--- src/rtl/sim_checkpoint_monitor.sv ---
// Run-control and self-check block: counts cycles after start, triggers on a stop
// cycle, PC match or timeout, snapshots PC/probes and produces a pass/fail verdict.

module sim_checkpoint_lane #(
  parameter int WIDTH = 32
) (
  input  logic             en,
  input  logic [WIDTH-1:0] snap,
  input  logic [WIDTH-1:0] expv,
  output logic             mis
);
  assign mis = en && (snap != expv);
endmodule

module sim_checkpoint_monitor #(
  parameter int WIDTH      = 32,
  parameter int NUM_CHECKS = 4,
  parameter int CYCLE_W    = 32,
  parameter int TIMEOUT    = 10000
) (
  input  logic                          clk,
  input  logic                          reset,
  input  logic                          start,
  input  logic                          mode_pc,
  input  logic [CYCLE_W-1:0]            stop_cycle,
  input  logic [WIDTH-1:0]              stop_pc,
  input  logic [NUM_CHECKS-1:0]         check_mask,
  input  logic [NUM_CHECKS*WIDTH-1:0]   expect_flat,
  input  logic [WIDTH-1:0]              pc,
  input  logic [NUM_CHECKS*WIDTH-1:0]   probe_flat,
  output logic                          busy,
  output logic                          done,
  output logic                          pass,
  output logic                          timeout,
  output logic [NUM_CHECKS-1:0]         fail_vec,
  output logic                          halt_req,
  output logic [CYCLE_W-1:0]            cycle_count,
  output logic [WIDTH-1:0]              snap_pc
);
  typedef enum logic [1:0] {S_IDLE, S_RUN, S_CMP, S_DONE} state_t;

  typedef struct packed {
    logic                                mode_pc;
    logic [CYCLE_W-1:0]                  stop_cycle;
    logic [WIDTH-1:0]                    stop_pc;
    logic [NUM_CHECKS-1:0]               mask;
    logic [NUM_CHECKS-1:0][WIDTH-1:0]    expv;
  } cfg_t;

  state_t                           state;
  cfg_t                             cfg;
  logic [NUM_CHECKS-1:0][WIDTH-1:0] snap;
  logic [NUM_CHECKS-1:0]            mis;
  logic                             trig_cyc, trig_pc, trig_to, trigger;

  assign trig_cyc = !cfg.mode_pc && (cycle_count == cfg.stop_cycle);
  assign trig_pc  =  cfg.mode_pc && (pc == cfg.stop_pc);
  assign trig_to  = (cycle_count == CYCLE_W'(TIMEOUT));
  assign trigger  = trig_cyc | trig_pc | trig_to;

  for (genvar i = 0; i < NUM_CHECKS; i++) begin : g_lane
    sim_checkpoint_lane #(.WIDTH(WIDTH)) u_lane (
      .en   (cfg.mask[i]),
      .snap (snap[i]),
      .expv (cfg.expv[i]),
      .mis  (mis[i])
    );
  end

  always_ff @(posedge clk) begin
    if (reset) begin
      state       <= S_IDLE;
      cfg         <= '0;
      snap        <= '0;
      busy        <= 1'b0;
      done        <= 1'b0;
      pass        <= 1'b0;
      timeout     <= 1'b0;
      fail_vec    <= '0;
      halt_req    <= 1'b0;
      cycle_count <= '0;
      snap_pc     <= '0;
    end else begin
      unique case (state)
        S_IDLE, S_DONE: begin
          if (start) begin
            cfg.mode_pc    <= mode_pc;
            // stop_cycle of 0 would never match a counter that starts at 1
            cfg.stop_cycle <= (stop_cycle == '0) ? CYCLE_W'(1) : stop_cycle;
            cfg.stop_pc    <= stop_pc;
            cfg.mask       <= check_mask;
            cfg.expv       <= expect_flat;
            cycle_count    <= CYCLE_W'(1);
            pass           <= 1'b0;
            timeout        <= 1'b0;
            fail_vec       <= '0;
            snap_pc        <= '0;
            busy           <= 1'b1;
            done           <= 1'b0;
            halt_req       <= 1'b0;
            state          <= S_RUN;
          end
        end
        S_RUN: begin
          if (trigger) begin
            snap_pc <= pc;
            snap    <= probe_flat;
            timeout <= trig_to && !(trig_cyc || trig_pc);
            state   <= S_CMP;
          end else begin
            cycle_count <= cycle_count + CYCLE_W'(1);
          end
        end
        S_CMP: begin
          fail_vec <= mis;
          pass     <= !timeout && (mis == '0);
          busy     <= 1'b0;
          done     <= 1'b1;
          halt_req <= 1'b1;
          state    <= S_DONE;
        end
        default: state <= S_IDLE;
      endcase
    end
  end
endmodule

--- config.mk ---
export PLATFORM = sky130hd
export DESIGN_NAME = sim_checkpoint_monitor
export DESIGN_NICKNAME = d
export VERILOG_FILES = /design/src/rtl/sim_checkpoint_monitor.sv
export SDC_FILE = /design/constraint.sdc
export NUM_CORES = 1
export LEC_CHECK = 0
export ABC_AREA = 1
export CORE_AREA = 2 2 248 250
export DETAILED_ROUTE_END_ITERATION = 7
export DIE_AREA = 0 0 250 252
export PLACE_DENSITY = 0.57
export SYNTH_ARGS = -nofsm -noshare
export SYNTH_HDL_FRONTEND = slang
export SYNTH_SLANG_ARGS = --single-unit
--- constraint.sdc ---
create_clock -name clk -period 1.95 [get_ports clk]
set_clock_uncertainty 0.05 [all_clocks]
set_input_delay 0.195 -clock clk [delete_from_list [all_inputs] [get_ports clk]]
set_output_delay 0.195 -clock clk [all_outputs]
set_load 0.01 [all_outputs]
# --- Word-level counts from Yosys, hierarchy flattened ---
# Index checks and enable logic that the tools add are counted.
totals:
  ff_bits: 399
  output_inout_bits: 73
  word_cells: 79
  input_bits: 360
op_classes:
  n_mux: 19
  n_reduce_logical: 24
  addsub: 1
  bitwise: 2
  n_eq_ne: 13
op_table:
  columns: ["cell", "n"]
  rows:
  - ["$mux 32", 5]
  - ["$ne 32x32->1", 4]
  - ["$pmux 32 s2", 2]
  - ["$eq 32x32->1", 2]
  - ["$add 32x1->32 const B", 1]
  - ["$eq 32x14->1 const B", 1]
  - ["$logic_not 32->1", 1]
  - ["$logic_and 1x1->1", 8]
  - ["$pmux 1 s2", 4]
  - ["$pmux 4 s2", 1]
  - ["$reduce_and 2->1", 4]
  - ["$ne 2x2->1 const B", 3]
  - ["$pmux 2 s3", 1]
  - ["$reduce_and 3->1", 2]
  - ["$eq 2x2->1 const B", 2]
  - ["$logic_not 4->1", 1]
  - ["$mux 2", 2]
  - ["$mux 4", 1]
  - ["$reduce_bool 2->1", 2]
  - ["$logic_not 1->1", 3]
  - ["$mux 1", 3]
  - ["$eq 2x1->1 const B", 1]
  - ["$logic_not 2->1", 1]
  - ["$or 1x1->1", 2]
  - ["2 further kinds", 2]

# --- Depth between registers and ports, before layout ---
depth:
  ltp_word: 7
  depth_mapped: 17
  ltp_nobuf: 15

# --- Cells and area by module ---
# Synthesis repeated with hierarchy kept, for this count alone.
unflattened:
  cells_unflattened: 2961
  area_unflattened_um2: 18848.1
modules_own_cells:
  columns: ["module", "seq_area_each_um2", "cells_each", "n_inst", "area_per_inst_um2"]
  rows:
  - ["sim_checkpoint_monitor", 7987.7, 2281, 1, 16235.6]
  - ["sim_checkpoint_lane", 0.0, 170, 4, 653.1]

# --- Least setup slack after synthesis ---
# Ideal clock, no wire load.
synth_path:
  path_kind: "flip-flop to flip-flop"
  startpoint: "register state[0]"
  endpoint: "register cycle_count[12]"
  path_slack_ps: -5
  t_arrival_ps: 1834
  n_path_buf: 2
  path_stages_with_launch: 11
  setup_time_ps: 70
  synth_period_minus_slack_ps: 1955
  required_time_ps: 1830
  cell_sequence: "dfxtp_1 > inv_1 > ha_1 > nand2_1 > inv_2 > a21oi_1 > inv_1 > clkbuf_1 > clkbuf_1 > nand3_1 > a21oi_1"
synth_between:
  elab_chain_cells: 4
  word_cells_on_any_way: 9
  classes_between: "eq/ne: 4; mux: 1; reduce/logical: 4"
synth_rtl:
  columns: ["item", "line_no", "text"]
  rows:
  - ["start, declared", "50", "state_t state;"]
  - ["start signal, assigned", "72", "state <= S_IDLE;"]
  - ["start signal, assigned", "101", "state <= S_RUN;"]
  - ["start signal, assigned", "109", "state <= S_CMP;"]
  - ["$eq 2x2->1 / $logic_not 2->1 (equally long branches)", "84", "unique case (state)"]
  - ["$reduce_or 2->1", "84", null]
  - ["$ne 2x2->1 (no source line) / $reduce_bool 2->1 (equally long branches)", null, null]
  - ["$reduce_and 3->1 (no source line)", null, null]
  - ["end signal, assigned", "111", "cycle_count <= cycle_count + CYCLE_W'(1);"]
  - ["end, declared", "37", "output logic [CYCLE_W-1:0] cycle_count,"]
# Several ways; a longest one is shown, not always the timed one.
# A chain may end at the register's enable or synchronous reset.

# --- Worst setup path in the final report ---
layout_path:
  startpoint: "register cycle_count[11]"
  endpoint: "register cycle_count[8]"
layout_between:
  elab_chain_cells: 6
  word_cells_on_any_way: 7
  classes_between: "eq/ne: 3; bitwise: 2; reduce/logical: 2"
layout_rtl:
  columns: ["item", "line_no", "text"]
  rows:
  - ["$eq 32x32->1", "56", "assign trig_cyc = !cfg.mode_pc && (cycle_count == cfg.stop_cycle);"]
  - ["$logic_and 1x1->1", "56", null]
  - ["$or 1x1->1", "59", "assign trigger = trig_cyc | trig_pc | trig_to;"]
  - ["$or 1x1->1 (*)", "59", null]
  - ["$ne 2x2->1 (no source line) (*)", null, null]
  - ["$reduce_and 3->1 (no source line) (*)", null, null]
# Mark *: on every way between the ends. The rest lies on a longest branch, timed or not.

==> metrics.log <==
[metrics] status: finished, violations left
[metrics] violations in the final reports: negative setup slack
[metrics] Max IR drop VDD: 0.0008506 V
[metrics] Floorplan Core Area: 60130 µm²
[metrics] Setup TNS: -16340 ps
[metrics] Die H: 252 µm
[metrics] Seq/Total Area, Yosys: 44.53%
[metrics] number of clock sinks: 399
[metrics] number of synthesized register bits: 399
[metrics] post-placement worst setup slack: -595.3 ps
[metrics] top cell type's share of synthesized area: 44.53%
[metrics] leak pwr: 10.49 nW
[metrics] distinct cell type count of the synthesized netlist: 34
[metrics] unrepaired setup endpoints after global routing: true
[metrics] CTS root buffer: sky130_fd_sc_hd__clkbuf_16
[metrics] worst-margin pin slew: 766.7 ps
[metrics] slack of the critical path: -156.6 ps
[metrics] Post-Syn Area per Cell: 7.049 µm²
[metrics] vias post-DR: 18130
[metrics] Yosys warning count: 0
[metrics] number of max-capacitance violations reported: 0
[metrics] number of nets produced by synthesis: 2910
[metrics] nature of the critical path startpoint: flop
[metrics] final cell area excluding filler cells: 26480 µm²
[metrics] clk_lat worst skew: 580 ps
[metrics] data arrival time of the critical path: 2550 ps
[metrics] HPWL after detailed placement: 46.66 mm
[metrics] pin count of the biggest net entering global routing: 102
[metrics] cell taking the most area after synthesis: sky130_fd_sc_hd__dfxtp_1
[metrics] Gate Count Post-Synth: 2545
[metrics] Final Total Pwr: 33.48 mW
[metrics] number of fill cells in the layout: 6045
[metrics] Final #Nets: 3449
[metrics] FMAX: 474.7 MHz
[metrics] total detailed-routing wirelength: 64.25 mm
[metrics] dominant synthesized flop cell: sky130_fd_sc_hd__dfxtp_1
[metrics] most common library cell in the layout ignoring fill and taps: sky130_fd_sc_hd__nor2_1
[metrics] cell type with the highest occurrence count on the critical path: sky130_fd_sc_hd__nand2_1
[metrics] width of the die: 250 µm
[metrics] violation count after the first detailed-routing iteration: 1024
[metrics] GRT overflow: 0
[metrics] CTS tree: done
[metrics] first-pass GRT wire length: 97.41 mm
[metrics] post-route antenna net violation count: 0
[metrics] number of global-route vias before repair: 17830
[metrics] Longest Clk Path Bufs: 3
[metrics] routed length per placed instance: 16.47 µm
[metrics] CP Data Required Time: 2400 ps
[metrics] class of the tightest hold or removal check: in -> reg
[metrics] placer's final routability congestion estimate: 0.9161
[metrics] max-slew violation count: 0
[metrics] Critical Path Slowest Stage Cell: sky130_fd_sc_hd__dfxtp_1
[metrics] Slew Limit Headroom: 48.89%
[metrics] cells taking the most area after synthesis: sky130_fd_sc_hd__dfxtp_1 (45%), sky130_fd_sc_hd__nor2_1 (15%), sky130_fd_sc_hd__nand2_1 (7.7%), sky130_fd_sc_hd__o21ai_0 (7.2%), sky130_fd_sc_hd__xnor2_1 (4.3%)
[metrics] slowest stage delay, CP: 310 ps
[metrics] largest fanout of any net on the critical path: 15
[metrics] number of rows created at floorplan: 90
[metrics] commonest non-fill, non-tap cells in the layout: sky130_fd_sc_hd__nor2_1 (700), sky130_fd_sc_hd__clkdlybuf4s50_1 (430), sky130_fd_sc_hd__dfxtp_1 (386)
[metrics] detailed-routing iteration count for the pre-antenna-repair pass: 5
[metrics] final cycle utilization of the critical path: 108.0%
[metrics] antenna violations before repair: 7
[metrics] final hold viol count: 0
[metrics] count of buffer and inverter cells on the critical path: 4
[metrics] Tmin final: 2107 ps
[metrics] kind of end point of the critical path: flop
[metrics] count of flip-flops with a built-in enable after synthesis: 0
[metrics] post-detailed-placement cell area: 24180 µm²
[metrics] Initial Utilization: 29.83%
[metrics] clock slew seen by the registers of the worst setup and hold paths: 60 ps
[metrics] netlist area before placement: 17940 µm²
[metrics] number of ports placed on the die boundary: 433
[metrics] share of flip-flops with an asynchronous set or reset: 0%
[metrics] dominant delay contributor by cell family on the critical path: simple AND/OR/NAND/NOR gates
[metrics] vias per cell: 4.646
[metrics] layout overhead on the synthesized area: 47.61%
[metrics] layout cell share with drive strength beyond 1: 12.66%
[metrics] kind of critical path: reg -> reg
[metrics] # setup viols final: 199
[metrics] number of remaining DRC errors: 0
[metrics] ratio of total power to cell area: 1265 nW/µm²
[metrics] TritonCTS Buffers: 48
[metrics] DIE AREA: 63000 µm²
[metrics] H-tree levels: 2
[metrics] cells along the critical path: buf_4 -> nand2_1 -> nand2_1 -> inv_1 -> nand2_1 -> nor2_1 -> nand2_2 -> nor2_4 -> nand3_4 -> nand3_4 -> buf_12 -> nand2_8 -> nand2_8 -> buf_12 -> nand2_1 -> a21oi_1
[metrics] # port buffers: 432
[metrics] All-Layer GR Usage: 19.43%
[timing repair]
action | CTS | global route
gates cloned | 1 | 10
pin swaps | 4 | 9
buffers inserted | 0 | 8
hold endpoints to repair | 5 | 0
resized for setup | 58 | 109
hold buffers | 1 | 0
setup endpoints to repair | 209 | 214
[flip-flops by register name (all words and copies together) (netlist names)]
register     count
halt_req         1
timeout          1
snap_pc         32
cfg            197
busy             1
state            2
pass             1
snap           128
fail_vec         4
cycle_count     32
[report_power, final]
part           internal (mW)  switching [mW]
clock                   5.48            3.58
sequential              10.0            1.13
combinational           5.88            7.41
[metal layers]
| metal | track usage [%] | vias to the layer above | part of all wire, % | wire length [µm] |
|---|---|---|---|---|
| li1 | - | 9224 | - | - |
| met1 | 24.48 | 8308 | 44 | 28050 |
| met2 | 33.46 | 476 | 48 | 30920 |
| met3 | 3.838 | 110 | 5.7 | 3661 |
| met4 | 5.988 | 12 | 2.4 | 1537 |
| met5 | 0 | - | 0.12 | 79 |
[final timing paths]
path / start / endpoint / depth (start not counted) / slack (ps)
setup / recovery: cycle_count[11]$_SDFFE_PP0P_ / cycle_count[8]$_SDFFE_PP0P_ / 16 / -160
setup reg to reg: cycle_count[11]$_SDFFE_PP0P_ / cycle_count[8]$_SDFFE_PP0P_ / 16 / -160
hold reg to reg: cfg[92]$_SDFFE_PP0P_ / cfg[92]$_SDFFE_PP0P_ / 2 / 420
hold / removal: stop_cycle[20] / cfg[184]$_SDFFE_PP0P_ / 3 / 160
[cells by family after synthesis]
group / after synthesis / synth area share, %
AO/OA/AOI/OAI: 428 / 12.21
XOR/XNOR: 142 / 6.933
adder cells (fa/ha/maj): 5 / 0.3487
buffers and inverters: 273 / 6.591
flip-flops: 399 / 44.53
AND/OR/NAND/NOR: 1298 / 29.39
[cell usage after synthesis (9+ instances only)]
master and number:
sky130_fd_sc_hd__nand2_1 367, sky130_fd_sc_hd__o21ai_1 49, sky130_fd_sc_hd__nor3_1 50, sky130_fd_sc_hd__nand4_1 13, sky130_fd_sc_hd__inv_2 9, sky130_fd_sc_hd__o21ai_0 259
sky130_fd_sc_hd__xnor2_1 88, sky130_fd_sc_hd__nor4_1 10, sky130_fd_sc_hd__buf_4 19, sky130_fd_sc_hd__buf_6 9, sky130_fd_sc_hd__inv_1 115, sky130_fd_sc_hd__dfxtp_1 399
sky130_fd_sc_hd__nor2_1 709, sky130_fd_sc_hd__a21oi_1 99, sky130_fd_sc_hd__buf_2 14, sky130_fd_sc_hd__clkbuf_1 97, sky130_fd_sc_hd__or2_2 28, sky130_fd_sc_hd__a211oi_1 15
sky130_fd_sc_hd__nand3_1 105, sky130_fd_sc_hd__xor2_1 54
[metrics by stage]
stage / util, % / hold WS (ps) / cells
final: 44.03 / 161.2 / 3902
after global routing: 44.03 / 140.5 / 3902
after CTS: 43.14 / 113.9 / 3883
after detailed placement: 40.22 / 410.2 / 3796
after global placement: 40.22 / 400.0 / 3796
after floorplan: - / 289.6 / 2545
[final cells by class]
type,count,area (µm²),area share [%]
Tap cell,782,978.4,3.695
Antenna cell,1,2.502,0.009450
Clock inverter,15,198.9,0.7513
Multi-Input combinational cell,1874,9036,34.13
Inverter,126,516.7,1.952
Timing Repair Buffer,634,6324,23.88
Sequential cell,399,8011,30.26
Timing Repair inverter,1,16.27,0.06143
Clock buffer,70,1395,5.269
[worst reg2reg max path: stages, from the launching register on]
cell	delay, ps
sky130_fd_sc_hd__dfxtp_1	310
sky130_fd_sc_hd__buf_4	160
sky130_fd_sc_hd__nand2_1	70
sky130_fd_sc_hd__nand2_1	40
sky130_fd_sc_hd__inv_1	40
sky130_fd_sc_hd__nand2_1	40
sky130_fd_sc_hd__nor2_1	110
sky130_fd_sc_hd__nand2_2	80
sky130_fd_sc_hd__nor2_4	130
sky130_fd_sc_hd__nand3_4	120
sky130_fd_sc_hd__nand3_4	150
sky130_fd_sc_hd__buf_12	130
sky130_fd_sc_hd__nand2_8	110
sky130_fd_sc_hd__nand2_8	150
sky130_fd_sc_hd__buf_12	160
sky130_fd_sc_hd__nand2_1	60
sky130_fd_sc_hd__a21oi_1	130
No activity file was read; power rests on OpenSTA's default activity.
